==> src/rtl/alu_pkg.sv <==
// Shared opcode, width and FSM state encodings for the ALU execute stage.
`timescale 1ns/1ps
package alu_pkg;

  localparam int OPW = 3;

  localparam logic [OPW-1:0] OP_ADD = 3'b000;
  localparam logic [OPW-1:0] OP_SUB = 3'b001;
  localparam logic [OPW-1:0] OP_AND = 3'b010;
  localparam logic [OPW-1:0] OP_OR  = 3'b011;
  localparam logic [OPW-1:0] OP_XOR = 3'b100;
  localparam logic [OPW-1:0] OP_NOT = 3'b101;
  localparam logic [OPW-1:0] OP_MOV = 3'b110;
  localparam logic [OPW-1:0] OP_MUL = 3'b111;

  localparam logic [0:0] ST_IDLE = 1'b0;
  localparam logic [0:0] ST_MUL  = 1'b1;

endpackage

==> src/rtl/mul_seq.sv <==
// Iterative unsigned shift-add multiplier: one partial product per cycle, N cycles.
// done and prod are combinational and mark the cycle whose closing edge retires the product.
//
// state   | meaning
// ST_IDLE | waiting for start
// ST_MUL  | accumulating one multiplier bit per cycle
`timescale 1ns/1ps
module mul_seq
  import alu_pkg::*;
#(
  parameter int N = 8
) (
  input  logic           clk,
  input  logic           rst,
  input  logic           start,
  input  logic [N-1:0]   a,
  input  logic [N-1:0]   b,
  output logic           busy,
  output logic           done,
  output logic [2*N-1:0] prod
);

  localparam int CW = (N > 1) ? $clog2(N) : 1;
  localparam logic [CW-1:0] CNT_LAST = CW'(N - 1);

  logic [0:0]     state_q, state_d;
  logic [CW-1:0]  cnt_q, cnt_d;
  logic [2*N-1:0] acc_q, acc_d;
  logic [2*N-1:0] mcand_q, mcand_d;
  logic [N-1:0]   mplier_q, mplier_d;

  // prod already includes the current step so the last cycle's sum is usable at its closing edge
  assign prod = acc_q + (mplier_q[0] ? mcand_q : '0);
  assign busy = (state_q == ST_MUL);
  assign done = (state_q == ST_MUL) && (cnt_q == CNT_LAST);

  always_comb begin
    state_d  = state_q;
    cnt_d    = cnt_q;
    acc_d    = acc_q;
    mcand_d  = mcand_q;
    mplier_d = mplier_q;
    case (state_q)
      ST_IDLE: begin
        if (start) begin
          state_d  = ST_MUL;
          cnt_d    = '0;
          acc_d    = '0;
          mcand_d  = {{N{1'b0}}, a};
          mplier_d = b;
        end
      end
      ST_MUL: begin
        acc_d    = prod;
        mcand_d  = mcand_q << 1;
        mplier_d = mplier_q >> 1;
        if (cnt_q == CNT_LAST) begin
          state_d = ST_IDLE;
          cnt_d   = '0;
        end else begin
          cnt_d = cnt_q + 1'b1;
        end
      end
      default: state_d = ST_IDLE;
    endcase
  end

  always_ff @(posedge clk or posedge rst) begin
    if (rst) begin
      state_q  <= ST_IDLE;
      cnt_q    <= '0;
      acc_q    <= '0;
      mcand_q  <= '0;
      mplier_q <= '0;
    end else begin
      state_q  <= state_d;
      cnt_q    <= cnt_d;
      acc_q    <= acc_d;
      mcand_q  <= mcand_d;
      mplier_q <= mplier_d;
    end
  end

endmodule

==> src/rtl/alu_stage.sv <==
// Registered ALU execute stage with single-cycle ops and an iterative multiply.
// Build option: define ALU_SAT_EN to saturate ADD/SUB on signed overflow.
`timescale 1ns/1ps
module alu_stage
  import alu_pkg::*;
#(
  parameter int N = 8
) (
  input  logic           clk,
  input  logic           rst,
  input  logic           en,
  input  logic [OPW-1:0] op,
  input  logic [N-1:0]   a,
  input  logic [N-1:0]   b,
  output logic [N-1:0]   y,
  output logic           z_flag,
  output logic           n_flag,
  output logic           o_flag,
  output logic           busy,
  output logic           done
);

  localparam logic [N-1:0] SAT_MAX = {1'b0, {(N-1){1'b1}}};
  localparam logic [N-1:0] SAT_MIN = {1'b1, {(N-1){1'b0}}};

  logic [N-1:0]   y_q, y_d;
  logic           z_q, z_d, n_q, n_d, o_q, o_d;
  logic           done_q, done_d;
  logic           accept, mul_start, mul_busy, mul_done;
  logic [2*N-1:0] mul_prod;
  logic [N-1:0]   sum, diff, res;
  logic           res_ovf;

  assign accept    = en && !mul_busy;
  assign mul_start = accept && (op == OP_MUL);

  mul_seq #(.N(N)) u_mul (
    .clk   (clk),
    .rst   (rst),
    .start (mul_start),
    .a     (a),
    .b     (b),
    .busy  (mul_busy),
    .done  (mul_done),
    .prod  (mul_prod)
  );

  assign sum  = a + b;
  assign diff = a - b;

  always_comb begin
    res     = '0;
    res_ovf = 1'b0;
    case (op)
      OP_ADD: begin
        res     = sum;
        res_ovf = (a[N-1] == b[N-1]) && (sum[N-1] != a[N-1]);
      end
      OP_SUB: begin
        res     = diff;
        res_ovf = (a[N-1] != b[N-1]) && (diff[N-1] != a[N-1]);
      end
      OP_AND: res = a & b;
      OP_OR:  res = a | b;
      OP_XOR: res = a ^ b;
      OP_NOT: res = ~a;
      OP_MOV: res = a;
      default: res = '0;
    endcase
`ifdef ALU_SAT_EN
    // overflow direction follows operand A's sign for both ADD and SUB
    if (res_ovf) res = a[N-1] ? SAT_MIN : SAT_MAX;
`endif
  end

  always_comb begin
    y_d    = y_q;
    o_d    = o_q;
    done_d = 1'b0;
    if (mul_done) begin
      y_d    = mul_prod[N-1:0];
      o_d    = |mul_prod[2*N-1:N];
      done_d = 1'b1;
    end else if (accept && (op != OP_MUL)) begin
      y_d    = res;
      o_d    = res_ovf;
      done_d = 1'b1;
    end
    z_d = (y_d == '0);
    n_d = y_d[N-1];
  end

  always_ff @(posedge clk or posedge rst) begin
    if (rst) begin
      y_q    <= '0;
      z_q    <= 1'b0;
      n_q    <= 1'b0;
      o_q    <= 1'b0;
      done_q <= 1'b0;
    end else begin
      y_q    <= y_d;
      z_q    <= z_d;
      n_q    <= n_d;
      o_q    <= o_d;
      done_q <= done_d;
    end
  end

  assign y      = y_q;
  assign z_flag = z_q;
  assign n_flag = n_q;
  assign o_flag = o_q;
  assign busy   = mul_busy;
  assign done   = done_q;

  // SAT_MAX/SAT_MIN only feed logic in the saturating build
  logic unused_sat;
  assign unused_sat = ^{SAT_MAX, SAT_MIN};

endmodule

==> config.mk <==
export PLATFORM = sky130hd
export DESIGN_NAME = alu_stage
export DESIGN_NICKNAME = d
export VERILOG_FILES = /design/src/rtl/alu_pkg.sv /design/src/rtl/mul_seq.sv /design/src/rtl/alu_stage.sv
export SDC_FILE = /design/constraint.sdc
export NUM_CORES = 1
export LEC_CHECK = 0
export ABC_AREA = 1
export CELL_PAD_IN_SITES_DETAIL_PLACEMENT = 1
export CELL_PAD_IN_SITES_GLOBAL_PLACEMENT = 2
export CORE_MARGIN = 2
export CORE_UTILIZATION = 35
export CTS_BUF_LIST = sky130_fd_sc_hd__clkbuf_16
export CTS_CLUSTER_SIZE = 30
export DETAILED_ROUTE_END_ITERATION = 10
export PLACE_DENSITY_LB_ADDON = 0.25
export SYNTH_ARGS = -nofsm -noshare
export SYNTH_HDL_FRONTEND = slang
export SYNTH_SLANG_ARGS = --single-unit
==> constraint.sdc <==
create_clock -name clk -period 3.35 [get_ports clk]
set_input_delay 0.67 -clock clk [delete_from_list [all_inputs] [get_ports clk]]
set_output_delay 0.67 -clock clk [all_outputs]
set_load 0.05 [all_outputs]
==> results.cfg <==
[run_status]
status = finished clean

[timing]
finClkSkew_ns = 0.007741
hold_viol = 0
rsz0062_at_grt = false
setup_viol_count_final = 0
fin_crit_ns = 2.948
finalCritPeriodShare = 0.8799
tightestPinTransition_ns = 0.6661
slew_violations = 0
fin_tns_setup_ns = 0
slew_headroom = 0.5553
clock.fmax_mhz = 339.3

[power]
p_leak_nw = 2.933
ir_worst_vdd_uv = 572.1
power.density_mw_per_mm2 = 860.6
fin_total_pwr_w = 0.004638

[grt]
grt_usage = 0.2279
antenna_found_initial = 0
grt_pass1_wl_mm = 25.67
grt-ovfl-total = 0
grt_pass1_vias = 5068
grt_max_degree = 52

[die]
num_rows = 42
core_area_mm2 = 0.01319
start_util = 0.3556
fp.dieW_um = 119.8
die_h_um = 119.8
ios = 35
dieArea_mm2 = 0.01434

[setup_path]
critical_path_class = input port to flip-flop
crit_required_ns = 3.58
worst-path-buf-inv = 3
cpMaxStageDelayCell = clkdlybuf4s50_1
cp_max_fo = 8
crit_family = buffers and inverters
cpMostUsedCell = nand3_1
cp_cell_sequence = clkdlybuf4s50_1 -> inv_1 -> ha_1 -> inv_1 -> a21oi_1 -> nand3_1 -> nand3_1 -> nand3_1 -> nand2_1 -> nand2_1 -> nor2_1 -> nand3_1 -> nor2_1
critPathLaunchType = input port
cpPeakStageDelay_ns = 0.59
crit_arrival_ns = 3.18
end_kind = flip-flop

[place]
port_buffers = 34
hpwl_mm = 12.57
place_congestion = 0.9356

[yosys]
yosysTopAreaCellShare = 0.2934
synthArstFlopShare = 1.000
syn_nets = 791
avgSynthCellArea_um2 = 6.461
yosys_warnings = 0
ys_ff_latch = 55
synth.most_common_cell = nand2_1
ys_top_cells_by_area = dfrtp_1, nand2_1, ha_1, inv_1, nand3_1
syn_area_mm2 = 0.004691
syn_inst = 726
synth-main-ff-cell = dfrtp_1
seq_area_frac_synth = 0.2934
yosysTopAreaCell = dfrtp_1
yosys.cell_types.count = 34
synthTopCellsByCount = nand2_1, inv_1, nor2_1, nand3_1, dfrtp_1
synth_edf_count = 0

[detailed_routing]
viasPerCell = 5.054
wl_per_cell_um = 16.54
first_iter_violations = 179
drc = 0
wirelength_mm = 15.48
vias = 4731
antenna_left = 0
dr.pass1.iters = 4

[clocking]
cts_hold_buffers = 0
root_buffer = clkbuf_16
clock_path_buffers = 2
htree_num_levels = 2
cts_tree = yes
ctsResizeCount = 0
clkLatencyLatePin_ns = 0.30
clock-sinks = 55
clk_pin_slew_ns = 0.07
numCtsBuffers = 5
post-cts-setup-buffers = 0

[layout]
syn_to_final_growth_pct = 14.88
antennaDiodeCount = 0
drive_gt1_frac = 0.04342
num-nets-final = 824

[run]
drv_cap = 0

[min_path]
hp-class = flip-flop to flip-flop
## through the flow
step	std cells	util	hold WS, ns	worst slack (ns)	area (µm²)
after global routing	936	0.4086	0.5295	0.1941	5389
after detailed placement	928	0.3976	0.4960	0.1457	5244
after global placement	928	0.3976	0.4818	0.1710	5244
after CTS	936	0.4086	0.5052	0.4328	5389
after floorplan	726	-	0.4508	1.056	4691
final	936	0.4086	0.4951	0.4025	5389
## worst register-to-register path, cell delays in order, from the launching register on
cell and delay (ns):
dfrtp_1 0.49, nand2_1 0.14, inv_1 0.05, ha_1 0.24
fa_1 0.48, nand2_1 0.11, nand3_1 0.17, nand2_1 0.13
nand3b_1 0.09, nand2_1 0.13, nand2_1 0.08, nor2_1 0.14
nand2_1 0.16, nand2_1 0.10, a21oi_1 0.07
## cells by family (layout without fill, tap and decap cells)
kind of cell | after synthesis | count (layout) | synth area share
xor gates and xnor gates | 8 | 8 | 0.01494
adders and majority gates | 43 | 43 | 0.1195
buffers and inverters | 147 | 181 | 0.1232
DFF | 55 | 55 | 0.2934
and+or+nand+nor | 383 | 383 | 0.3406
AOI/OAI and AO/OA | 90 | 90 | 0.1083
## flip-flops by register name (all words and copies together) (netlist names)
signal and flops:
u_mul.cnt_q 3, u_mul.mcand_q 16, u_mul.acc_q 16, n_flag 1, done 1, u_mul.busy 1
z_flag 1, y 7, o_flag 1, u_mul.mplier_q 8
## final timing paths
path                                         from                 to  slack, ns  depth (start not counted)
min in group asynchronous                     rst  u_mul.mcand_q[12]       0.78                          2
worst min register to register     u_mul.cnt_q[0]     u_mul.cnt_q[0]       0.50                          1
worst min-delay path               u_mul.cnt_q[0]     u_mul.cnt_q[0]       0.50                          1
max in group asynchronous                     rst     u_mul.cnt_q[0]       1.77                          3
worst max register to register  u_mul.mplier_q[0]             o_flag       0.65                         14
worst max-delay path                         a[3]             z_flag       0.40                         13
## area by class of cell
type	count	area, µm²
flip-flops and latches	55	1376
multi-input cells	524	2736
clock inverters	3	20.02
repair buffers	47	437.9
well taps	176	220.2
fillers	1781	7801
inverters	126	473.0
clock buffers	5	125.1
## routing by layer
metal	wire length (µm)	global-route usage	vias to the layer above
met3	314	0.02471	20
met2	7910	0.4189	54
met4	435	0.07721	0
met1	6816	0.2756	2296
li1	-	-	2361
met5	0	0	-
## cells in the final DEF, fill, tap and decap left out, types with 2 or more instances in the layout
cell type	n
a31o_2	2
a31oi_1	13
and2_1	3
nand3_1	71
clkdlybuf4s50_1	34
inv_1	122
fa_1	3
o21ai_0	31
xnor2_1	5
xor2_1	3
nor2_1	74
inv_2	4
a21oi_1	27
clkbuf_16	5
nand3b_1	2
buf_4	13
or2_2	3
nor3_1	2
dfrtp_1	55
ha_1	40
a21o_1	2
o22ai_1	10
nand4_1	14
nand2_2	2
nand2_1	211
## power by group
| part | switching [W] | internal [W] | total (W) |
|---|---|---|---|
| logic | 0.00193 | 0.000989 | 0.00292 |
| clock network | 0.000250 | 0.000277 | 0.000527 |
| registers | 0.000214 | 0.000978 | 0.00119 |
Note: power is estimated with default switching activity, not from simulation.
